### src/rtl/pipe_pkg.sv
// Shared types and defaults for the pipeline stage registers and their counters.
package pipe_pkg;

  localparam int PIPE_WIDTH_DEF = 32;
  localparam int PIPE_CNT_W_DEF = 16;
  localparam logic [PIPE_WIDTH_DEF-1:0] PIPE_FLUSH_VAL_DEF = '0;

  // Default-width stage entry; stages with other widths use the same {valid, data} layout.
  typedef struct packed {
    logic                      valid;
    logic [PIPE_WIDTH_DEF-1:0] data;
  } pipe_entry_t;

endpackage

### src/rtl/pipe_sat_counter.sv
// Saturating up-counter: counts inc cycles, sticks at all-ones, cleared only by rst.
module pipe_sat_counter
  import pipe_pkg::*;
#(
  parameter int CNT_W = PIPE_CNT_W_DEF
) (
  input  logic             clk,
  input  logic             rst,
  input  logic             inc,
  output logic [CNT_W-1:0] count
);

  logic [CNT_W-1:0] count_q;

  always_ff @(posedge clk) begin
    if (rst) begin
      count_q <= '0;
    end else if (inc && (count_q != '1)) begin
      count_q <= count_q + CNT_W'(1);
    end
  end

  assign count = count_q;

endmodule

### src/rtl/pipe_reg_skid.sv
// Pipeline stage register with bubble collapse, optional one-entry skid slot and stall counter.
module pipe_reg_skid
  import pipe_pkg::*;
#(
  parameter int                 WIDTH     = PIPE_WIDTH_DEF,
  parameter int                 LANES     = 1,
  parameter logic [WIDTH-1:0]   FLUSH_VAL = WIDTH'(PIPE_FLUSH_VAL_DEF),
  parameter int                 SKID_EN   = 1,
  parameter int                 CNT_W     = PIPE_CNT_W_DEF
) (
  input  logic                   clk,
  input  logic                   rst,
  input  logic                   enable,
  input  logic                   clrBU,
  input  logic                   in_valid,
  input  logic [WIDTH*LANES-1:0] in_data,
  output logic                   stall_up,
  output logic                   out_valid,
  output logic [WIDTH*LANES-1:0] out_data,
  output logic [CNT_W-1:0]       stall_cnt
);

  localparam int DW = WIDTH * LANES;
  localparam logic [DW-1:0] FLUSH_DATA = {LANES{FLUSH_VAL}};

  typedef struct packed {
    logic          valid;
    logic [DW-1:0] data;
  } entry_t;

  localparam entry_t FLUSH_ENTRY = '{valid: 1'b0, data: FLUSH_DATA};

  entry_t main_q, main_d;
  entry_t skid_q, skid_d;
  entry_t inEntry;
  logic   cntInc;

  assign inEntry = '{valid: in_valid, data: in_data};

  // With a skid slot the upstream stall is registered; without one it follows enable directly.
  assign stall_up = (SKID_EN != 0) ? skid_q.valid : enable;

  always_comb begin
    main_d = main_q;
    skid_d = skid_q;
    if (clrBU) begin
      main_d = FLUSH_ENTRY;
      skid_d = FLUSH_ENTRY;
    end else if (!enable) begin
      if (skid_q.valid) begin
        main_d       = skid_q;
        skid_d.valid = 1'b0;
      end else begin
        main_d = inEntry;
      end
    end else if ((SKID_EN != 0) && !skid_q.valid) begin
      // Held: fill an empty main slot, otherwise park the offered item in the skid slot.
      if (!main_q.valid) begin
        main_d = inEntry;
      end else if (in_valid) begin
        skid_d = inEntry;
      end
    end
    if (SKID_EN == 0) begin
      skid_d = FLUSH_ENTRY;
    end
  end

  always_ff @(posedge clk) begin
    if (rst) begin
      main_q <= FLUSH_ENTRY;
      skid_q <= FLUSH_ENTRY;
    end else begin
      main_q <= main_d;
      skid_q <= skid_d;
    end
  end

  // A flush cycle leaves the stall count untouched.
  assign cntInc = enable & main_q.valid & ~clrBU;

  pipe_sat_counter #(
    .CNT_W(CNT_W)
  ) u_stall_cnt (
    .clk  (clk),
    .rst  (rst),
    .inc  (cntInc),
    .count(stall_cnt)
  );

  assign out_valid = main_q.valid;
  assign out_data  = main_q.data;

endmodule

### config.mk
export PLATFORM = sky130hd
export DESIGN_NAME = pipe_reg_skid
export DESIGN_NICKNAME = d
export VERILOG_FILES = /design/src/rtl/pipe_pkg.sv /design/src/rtl/pipe_sat_counter.sv /design/src/rtl/pipe_reg_skid.sv
export SDC_FILE = /design/constraint.sdc
export NUM_CORES = 1
export LEC_CHECK = 0
export CORE_MARGIN = 3
export CORE_UTILIZATION = 48
export CTS_CLUSTER_DIAMETER = 50
export DETAILED_ROUTE_END_ITERATION = 6
export PLACE_DENSITY = 0.76
export SYNTH_ARGS = -nofsm -noshare
export SYNTH_HDL_FRONTEND = slang
export SYNTH_SLANG_ARGS = --single-unit
export TNS_END_PERCENT = 10
### constraint.sdc
create_clock -name clk -period 2 [get_ports clk]
set_input_delay 0.4 -clock clk [delete_from_list [all_inputs] [get_ports clk]]
set_output_delay 0.4 -clock clk [all_outputs]
set_load 0.02 [all_outputs]
* After elaboration in Yosys (flattened, before gate mapping)
Cells that the tools add are included.
Operators by class: $add $sub $neg 1, eq/ne operators 3, multiplexer cells 7, bitwise operators 5, reduce and logical (&&, ||, !) cells 5
Operators with widths (number):
- 33-bit 2-to-1 mux | 7
- 16-bit by 1-bit adder with 16-bit output (second input constant) | 1
- 16-bit inequality test (second input constant) | 1
- 2-bit inequality test (second input constant) | 2
- 4-bit AND reduction | 1
- 1-bit inverter | 3
- 3-bit OR reduction | 1
- 1-bit AND | 2
- 2-bit AND reduction | 1
- 2-bit OR reduction | 1
- 1-bit logical AND | 1
Word-level totals: register bits after elaboration 82, bits of input ports 37, output and inout bits 50

* Logic depth before layout (Yosys ltp)
depth after elaboration 3, mapped depth 6

* Hierarchy
A second synthesis with hierarchy kept.
Second synthesis, totals: cell total of the unflattened synthesis 394, area total of the unflattened synthesis 3243.1 um^2
By module, submodules not included:
- pipe_reg_skid | times used 1, cells each 295, area each 2394.8 um^2
- pipe_sat_counter | times used 1, cells each 99, area each 848.3 um^2

* Least setup slack after synthesis
No wires, ideal clock.
kind register to register, from register u_stall_cnt.count_q[0] (netlist: u_stall_cnt.count[0]), to register u_stall_cnt.count_q[3] (netlist: u_stall_cnt.count[3]), data arrival time 1.680 ns, data required time 1.877 ns, setup slack 0.196 ns, stages on the path, launching flop included 6, clock period less this slack 1.804 ns, cells stage by stage dfxtp_1 ha_1 nand3_1 nor4_4 a21oi_1 mux2_1
Between the ends: longest elaborated chain between the ends 2, elaborated cells on any way between the ends 3, classes of those cells add/sub (1); eq/ne (1); reduce/logical (1)
Ends and longest elaborated chain:
- from (decl) | line pipe_sat_counter.sv:13 | logic [CNT_W-1:0] count_q;
- from (signal assigned) | line pipe_sat_counter.sv:19 | count_q <= count_q + CNT_W'(1);
- parallel branches: the longest is 2 deep, another holds 16-bit by 1-bit adder with 16-bit output
Several ways; the timed one is not identified. A chain may end at the register's enable or synchronous reset.

* Final worst setup path
from register u_stall_cnt.count_q[8] (netlist: u_stall_cnt.count[8]), to output port stall_cnt[8]
RTL lines:
- to (decl) | line pipe_reg_skid.sv:20 | output logic [CNT_W-1:0] stall_cnt
No word-level cell between the ends.

==> key figures <==
Timing
  • Slew @ Worst Pin: between 0.6 and 0.7 ns
  • RSZ-0062 raised after global routing: no
  • Count of final max-slew check failures: 0
  • Setup Skew: 0.00526 ns
  • Worst Slack Setup Final: around 0.13 ns
  • Slew HR: a little over half
  • Final setup fails: 0
  • Min Clock Period, post-route: roughly 1.9 ns
  • Fmax: roughly 530 MHz
  • Fin crit share: a little over 90%
  • Hold_ws: ~0.46 ns
  • Final hold vios: 0

Placed design
  • DP Worst Slack: -0.0835 ns
  • GP Congestion: around 0.80
  • Hpwl dp: roughly 5400 um
  • DP Area: between 4000 and 5000 sq um
  • IO buf count: between 80 and 90

Synth
  • Synth Flop Type: dfxtp_1
  • Synth unique cells: 39
  • Async SR Flop Fraction: 0%
  • Number of synthesized flops with an enable pin: 0
  • Seq/Total Area, Yosys: 49.3%
  • Mapped Avg Cell Area: roughly 8.3 sq um
  • Netlist Area Pre-Place: approximately 3300 sq um
  • Cells after Synth: 401
  • Synth warn: 0
  • Seq cells post-synth: 82
  • Net count after synthesis: roughly 440

Drt
  • Pre-antenna DRT Iters: 4
  • DRC errors left: 0
  • Post-route ant nets: 0
  • Via Count: between 3,000 and 4,000
  • 1st-iter DRT viols: 144
  • Routed wire per std cell: 14.6 um
  • Via density: between 5 and 6
  • Final WL: roughly 8300 um

Clock network
  • Clock sinks: 82
  • TritonCTS Buffers: 9
  • Clock Latency Late Sink: between 0.3 and 0.4 ns
  • CTS root buf: clkbuf_8
  • Post-cts sizing count: 0
  • TritonCTS clock tree: done
  • Hold bufs inserted after CTS: 0
  • Max clock buf depth: 2
  • Postcts setup bufs: 0
  • H-tree levels: 3
  • Clock-pin slew of the registers on the worst-case setup and hold paths: roughly 0.08 ns

Power and ir drop
  • PwrDens: between 600 and 700 nW/um^2
  • Leak pwr: 0.00160 uW
  • Peak supply drop: 570 uV

Global route
  • Largest net degree at the start of global routing: 34
  • Initial antenna violation count: 0
  • GRT Total Usage: a little over a fifth
  • Vias in the first global route: approximately 3,000
  • GR Overflow Total: 0
  • First-pass GRT wire length: between 10,000 and 15,000 um

Final layout
  • Final Cell Area: roughly 4600 sq um
  • Synth-to-layout area growth: 36.9%
  • Layout net count: approximately 520
  • FILL cells: 538
  • Area of the multi-input gates: roughly 1600 sq um
  • Commonest non-fill, non-tap cells in the layout: clkdlybuf4s50_1 (86), dfxtp_1 (82), nor2_1 (75)
  • Seq. cell area: ~1600 sq um
  • Layout cell share with drive strength beyond 1: 8.78%
  • Number of diodes: 0
  • Leading cell type in the layout, fill and taps excluded: clkdlybuf4s50_1

Worst setup path
  • Crit path cell chain: clkdlybuf4s50_1
  • Critical path class: reg2out
  • Max Fanout on Critical Path: 8
  • CP Capture Type: primary output
  • Reg2reg start: u_stall_cnt.count[0]
  • WP buf/inv: 1
  • CP required: ~1.6 ns
  • Cell family with most CP delay: buffers and inverters
  • CP max stage cell: clkdlybuf4s50_1
  • Arr. time, crit path: about 1.5 ns
  • Slowest cell delay on critical path: between 0.6 and 0.7 ns
  • CP Launch Point: u_stall_cnt.count[8]
  • Startpoint types: register

Floorplanning
  • Top Ports: just under 90
  • Core ar.: about 6500 sq um
  • # rows: 29
  • Full die area: approximately 8000 sq um
  • Die span in x: between 80 and 90 um
  • Starting Density: around half
  • Chip height: slightly below 90 um

Min path
  • Worst Hold Launch: skid_q[12]
  • Hold Path Class: reg2reg

Flow run
  • Max-Cap Viols: 0

Status
  • Status: finished clean
-- per-layer routing --
metal	global-route usage [%]	wire [um]	vias to the layer above
li1	-	-	1563
met1	28.1	3790	1452
met2	35.2	3940	90
met3	5.25	456	10
met4	8.93	97	0
met5	0	0	-
-- cell type report --
type                            instances  area share, %
Tap cell                               77           2.12
Timing Repair Buffer                  103           23.1
Clock buffer                           10           2.80
Sequential cell                        82           36.1
Clock inverter                          5           1.24
Inverter                                2          0.165
Multi-Input combinational cell        288           34.5
-- path summary, 6_finish.rpt --
kind | endpoint | slack (ns) | cells after the start
max reg2reg | u_stall_cnt.count[7] | 0.22 | 6
min | skid_q[12] | 0.46 | 2
min reg2reg | skid_q[12] | 0.46 | 2
max | stall_cnt[8] | 0.13 | 1
-- synth_stat cells, types with 2 or more instances --
| cell type | instances | share of area (%) |
|---|---|---|
| a21oi_1 | 44 | 6.6 |
| and3_1 | 3 | 0.56 |
| and4_1 | 3 | 0.79 |
| clkbuf_1 | 27 | 3.0 |
| dfxtp_1 | 82 | 49 |
| inv_1 | 2 | 0.23 |
| mux2_1 | 6 | 2.0 |
| mux2_2 | 2 | 0.68 |
| nand2_1 | 70 | 7.9 |
| nand2b_1 | 5 | 0.94 |
| nand3_1 | 7 | 1.1 |
| nand4_1 | 2 | 0.38 |
| nor2_1 | 77 | 8.7 |
| nor2b_1 | 9 | 1.7 |
| o21ai_0 | 3 | 0.45 |
| o221ai_1 | 32 | 8.4 |
| o31ai_1 | 2 | 0.45 |
| or2_2 | 2 | 0.38 |
| or3_1 | 3 | 0.56 |
-- worst reg2reg max path: stages (launching register included) --
cell	delay, ns
dfxtp_1	0.44
ha_1	0.22
nand3_1	0.19
nor4_4	0.27
buf_4	0.17
a21oi_1	0.08
mux2_1	0.31
-- per-stage QoR --
| step | instances | total power (uW) | TNS [ns] | util (%) |
|---|---|---|---|---|
| 4_1_cts | 567 | 3180 | 0 | 69.7 |
| 6_report | 567 | 3150 | 0 | 69.7 |
| 3_5_place_dp | 552 | 2060 | -0.118 | 66.9 |
| 2_1_floorplan | 401 | 1870 | 0 | - |
| 3_3_place_gp | 552 | 2060 | -0.0730 | 66.9 |
| 5_1_grt | 567 | 3270 | 0 | 69.7 |
-- kinds of logic (layout without fill, tap and decap cells) --
group / after synthesis / after routing / synth area share, %
mux: 10 / 10 / 3.46
buf+inv: 31 / 120 / 3.65
flops: 82 / 82 / 49.3
fa+ha+maj: 1 / 1 / 0.376
compound gates: 89 / 89 / 17.9
simple gates: 188 / 188 / 25.3
-- sequential cells by signal (all words and copies together), names as in the netlist --
name / flops
out_valid: 1
stall_up: 1
u_stall_cnt.count: 16
out_data: 32
skid_q: 32
-- where the power goes --
part | leakage, uW | switching [uW] | internal (uW)
combinational | 0.000847 | 163 | 173
clock | 0.0000921 | 563 | 569
sequential | 0.000666 | 20.7 | 1670
total | 0.00160 | 747 | 2410
Note: power is estimated with default switching activity, not from simulation.
==> RTL change 1: new RTL, config.mk and constraints unchanged <==
Set the package constant `PIPE_CNT_W_DEF` to 32 (it was 16).
--- a/src/rtl/pipe_pkg.sv
+++ b/src/rtl/pipe_pkg.sv
@@ -2,7 +2,7 @@
 package pipe_pkg;
 
   localparam int PIPE_WIDTH_DEF = 32;
-  localparam int PIPE_CNT_W_DEF = 16;
+  localparam int PIPE_CNT_W_DEF = 32;
   localparam logic [PIPE_WIDTH_DEF-1:0] PIPE_FLUSH_VAL_DEF = '0;
 
   // Default-width stage entry; stages with other widths use the same {valid, data} layout.
Interface: changed (resized stall_cnt); port bits go from 87 to 103. The function was not compared with the original's and may differ.
==> RTL change 1 against the unedited design <==
  * The run now ends with negative setup slack left
  * First-iteration DRC count grew 49%
  * Power rose by 18%
  * Sequential cell count grew 16
  * Design area up 34%
  * Synthesized area increased by 24%
  * Register-to-register slack got worse by 0.29 ns
  * Worst setup slack got worse by 0.20 ns
  * Routed wire length up 46%
==> RTL change 1: results (changes against the unedited design) <==
status:
  status: "finished with violations"  # was finished clean
  violations: "negative setup slack"
logic_synthesis:
  synth_commonest_cells: "98 x dfxtp_1, 87 x nor2_1, 79 x nand2_1"  # was 82 x dfxtp_1, 77 x nor2_1, 70 x nand2_1
  yosys.area.top_type_share: 0.477  # was 0.493
  synth-seq-area-share: 0.477  # was 0.493
  synth_compound_area_frac: 0.171  # was 0.179
  synth_xor_area_frac: 0.0192  # was 0
  yosys.area_share.adder: 0.00304  # was 0.00376
  synthesis.nets: 538  # was 439
  avgSynthCellArea_um2: 8.23  # was 8.30 µm²
  synth_area_leaders: "dfxtp_1 48%, nor2_1 7.9%, nand2_1 7.2%"  # was dfxtp_1 49%, nor2_1 8.7%, o221ai_1 8.4%
grt:
  grt_max_degree: 40  # was 34
  grt_first_pass_wirelength_um: 19900  # was 13,700 µm
  antenna_found_initial: 1  # was 0
  grt_pass1_vias: 4331  # was 2,971
  globalRouteTotalUtil: 0.247  # was 0.218
setup_path:
  crit_path_end: "u_stall_cnt.count[28]"  # was stall_cnt[8]
  crit_slowest_cell: "or4_4"  # was clkdlybuf4s50_1
  path_max_fanout: 3  # was 8
  crit_type: "flip-flop to flip-flop"  # was flip-flop to primary output
  path_delay_family: "simple AND/OR/NAND/NOR gates"  # was buffers and inverters
  critPathMaxStageDelay_ns: 0.45  # was 0.66 ns
  crit_arrival_ns: 2.32  # was 1.47 ns
cells_and_area:
  fin_cells: 756  # was 567
  drive_gt1_frac: 0.206  # was 0.0878
  nets: 684  # was 524
hold_path:
  min_to: "skid_q[22]"  # was skid_q[12]
  min_from: "skid_q[22]"  # was skid_q[12]
pwr:
  ir_drop_uv: 500  # was 570 µV
  p_leak_nw: 2.11  # was 1.60 nW
route:
  wl_per_cell_um: 16.1  # was 14.6 µm
  first_pass_iters: 5  # was 4
  drt_iter0_drc: 214  # was 144
timing:
  fin_hold_ws_ns: 0.461  # was 0.458 ns
  fin_tns_setup_ns: -0.115  # was 0 ns
  setup_viol: 5  # was 0
  fin_ws_ns: -0.0666  # was 0.130 ns
clocking:
  cts_resized: 26  # was 0
  post_cts_buffers: 3  # was 0
  clk_latency_ns: 0.37  # was 0.33 ns
placement:
  portBuffers: 102  # was 86
  pre_cts_slack_ns: -0.664  # was -0.0835 ns
  dp_cells: 736  # was 552
[RTL change 1: kinds of logic after synthesis]
kind of cell / after synthesis
AND/OR/NAND/NOR: 236
AO/OA/AOI/OAI: 108
flip-flops: 98
buffers and inverters: 41
XOR/XNOR: 9
multiplexers: 7
adder cells (fa/ha/maj): 1
[RTL change 1: area by class of cell]
cell class | count | area (µm²)
timing repair buffer | 169 | 1610
clock buffer | 9 | 124
inverter | 6 | 22.5
sequential | 98 | 1980
multi-input combinational | 362 | 2170
clock inverter | 7 | 93.8
tap | 105 | 131
fill | 613 | 2140
[RTL change 1: layer usage]
metal	global-route usage	vias to the layer above	part of all wire
li1	-	2058	-
met1	0.294	2066	0.41
met2	0.445	143	0.52
met3	0.0524	18	0.057
met4	0.0788	2	0.013
met5	0	-	0.00058
[RTL change 1: where the power goes]
part | leakage, nW | internal, mW | switching [mW]
clock | 0.107 | 0.615 | 0.765
combinational | 1.21 | 0.177 | 0.174
sequential | 0.799 | 1.98 | 0.0220
total | 2.11 | 2.78 | 0.961
==> RTL change 2: new RTL, config.mk and constraints unchanged <==
Made on the original files. Make the reset (`rst`) asynchronous in 2 clocked blocks.
--- a/src/rtl/pipe_sat_counter.sv
+++ b/src/rtl/pipe_sat_counter.sv
@@ -12,7 +12,7 @@
 
   logic [CNT_W-1:0] count_q;
 
-  always_ff @(posedge clk) begin
+  always_ff @(posedge clk or posedge rst) begin
     if (rst) begin
       count_q <= '0;
     end else if (inc && (count_q != '1)) begin
--- a/src/rtl/pipe_reg_skid.sv
+++ b/src/rtl/pipe_reg_skid.sv
@@ -66,7 +66,7 @@
     end
   end
 
-  always_ff @(posedge clk) begin
+  always_ff @(posedge clk or posedge rst) begin
     if (rst) begin
       main_q <= FLUSH_ENTRY;
       skid_q <= FLUSH_ENTRY;
Check against the original RTL: differs if rst is asserted again (counterexample within 4 cycles, from zero or initial values and one cycle with rst high); with rst held inactive, the same outputs for 10 cycles.
==> RTL change 2 against the unedited design <==
  * Synthesized cell count fell by 16%
  * Die area rose by 13%
  * Design area rose by 12%
  * Highest routed layer unchanged
  * Worst setup slack got worse by 0.066 ns
  * Sequential cell count did not move
  * Via count fell by 1.0%
  * Routed wire length rose by 18%
  * Synthesized area rose by 14%
  * Global-route usage rose by 0.93 points
Power is not compared: it rests on default switching activity, and its combinational part moved more than twofold at a synthesized area within 25%.
==> RTL change 2: results (changes against the unedited design) <==
grt:
  globalRouteTotalUtil: 0.228  # was 0.218
  grt_max_degree: 83  # was 34
  grt_pass1_vias: 3194  # was 2,971
  grt_first_pass_wirelength_um: 15900  # was 13,700 µm
  antenna_found_initial: 1  # was 0
route:
  wl_um: 9750  # was 8290 µm
  via_per_inst: 5.83  # was 5.49
  drt_iter0_drc: 151  # was 144
  first_pass_iters: 5  # was 4
setup_path:
  r2r_cells: 3  # was 6
  crit_arrival_ns: 1.54  # was 1.47 ns
  path_max_fanout: 6  # was 8
  crit_slowest_cell: "clkdlybuf4s50_1"  # unchanged
logic_synthesis:
  synthesis.nets: 373  # was 439
  synth-seq-area-share: 0.543  # was 0.493
  async_flop_share: 1.00  # was 0
  synth_warnings: 0  # unchanged
  synth_area_leaders: "dfrtp_1 54%, mux2_2 9.5%, a22o_1 7.2%"  # was dfxtp_1 49%, nor2_1 8.7%, o221ai_1 8.4%
  synth_commonest_cells: "82 x dfrtp_1, 40 x nor3_1, 34 x nor2_1"  # was 82 x dfxtp_1, 77 x nor2_1, 70 x nand2_1
  synth_cell_types: 33  # was 39
  synthFlopType: "dfrtp_1"  # was dfxtp_1
placement:
  place_hpwl_um: 6310  # was 5450 µm
  place_congestion: 0.837  # was 0.803
timing:
  finalClockSkew_ns: 0.0122  # was 0.00526 ns
  max_slew_margin: 0.572  # was 0.548
clocking:
  clock_path_buffers: 2  # unchanged
  post_cts_buffers: 0  # unchanged
  clkTransAtPathRegs_ns: 0.09
  cts_resized: 0  # unchanged
  clk_latency_ns: 0.35  # was 0.33 ns
pwr:
  p_leak_nw: 2.25
cells_and_area:
  nets: 462  # was 524
  drive_gt1_frac: 0.184  # was 0.0878
hold_path:
  whs_path_depth: 1  # was 2
status:
  status: "finished clean"  # unchanged
RTL change 2: cell types whose count changed in the layout (fill, tap and decap cells not counted), sizes merged, moves of 31 or more:
| cell | delta |
|---|---|
| o22ai | +32 |
| o221ai | -32 |
| nor3 | +39 |
| dfrtp | +82 |
| nor2 | -43 |
| dfxtp | -82 |
| nand2 | -61 |
| a21oi | -42 |
| a22o | +31 |
RTL change 2: final timing paths:
kind                                 startpoint                     to  slack (ns)
setup / recovery           u_stall_cnt.count[8]           stall_cnt[8]        0.06
hold / removal                       skid_q[24]             skid_q[24]        0.50
setup reg to reg           u_stall_cnt.count[4]   u_stall_cnt.count[1]        0.13
hold reg to reg                      skid_q[24]             skid_q[24]        0.50
max in group asynchronous                   rst            out_data[8]        1.14
min in group asynchronous                   rst  u_stall_cnt.count[12]        0.51
RTL change 2: where the power goes:
part | leakage, nW | switching (mW) | internal, mW
Clock | 0.134 | 0.598 | 0.989
Sequential | 1.09 | 0.118 | 1.77
Combinational | 1.02 | 0.438 | 0.420
Total | 2.25 | 1.15 | 3.18
RTL change 2: routing by layer:
layer  global-route usage  wire length, µm  vias up
met5                    0                0        -
met1                0.305             4250     1542
li1                     -                -     1417
met3               0.0390              506       18
met4               0.0974              216        0
met2                0.365             4770      106
RTL change 2: area by class of cell:
| type | count | area [µm²] |
|---|---|---|
| diodes | 1 | 2.50 |
| clock inverters | 5 | 125 |
| clock buffers | 11 | 141 |
| inverters | 4 | 18.8 |
| repair buffers | 103 | 1020 |
| flip-flops and latches | 82 | 2050 |
| fillers | 570 | 2330 |
| multi-input cells | 224 | 1640 |
| well taps | 99 | 124 |
RTL change 2: kinds of logic (layout without fill, tap and decap cells):
family / Yosys count / in the layout / share of synthesized area
buffers and inverters: 29 / 123 / 0.0321
and+or+nand+nor: 106 / 106 / 0.149
xor gates and xnor gates: 15 / 15 / 0.0347
adders and majority gates: 1 / 1 / 0.00331
other: 0 / 1 / 0
muxes: 33 / 33 / 0.0992
DFF: 82 / 82 / 0.543
AOI/OAI and AO/OA: 69 / 69 / 0.139
RTL change 2: metrics by stage:
step                       util  cells  cell area (µm²)  setup slack (ns)  power, mW
final                     0.688    529             5120            0.0642       4.33
after global routing      0.688    529             5120            0.0313       4.51
after CTS                 0.686    528             5110            0.0368       4.34
after detailed placement  0.651    512             4840           -0.0468       2.78
after global placement    0.651    512             4840           -0.0289       2.75
after floorplan               -    335             3790             0.103       2.35
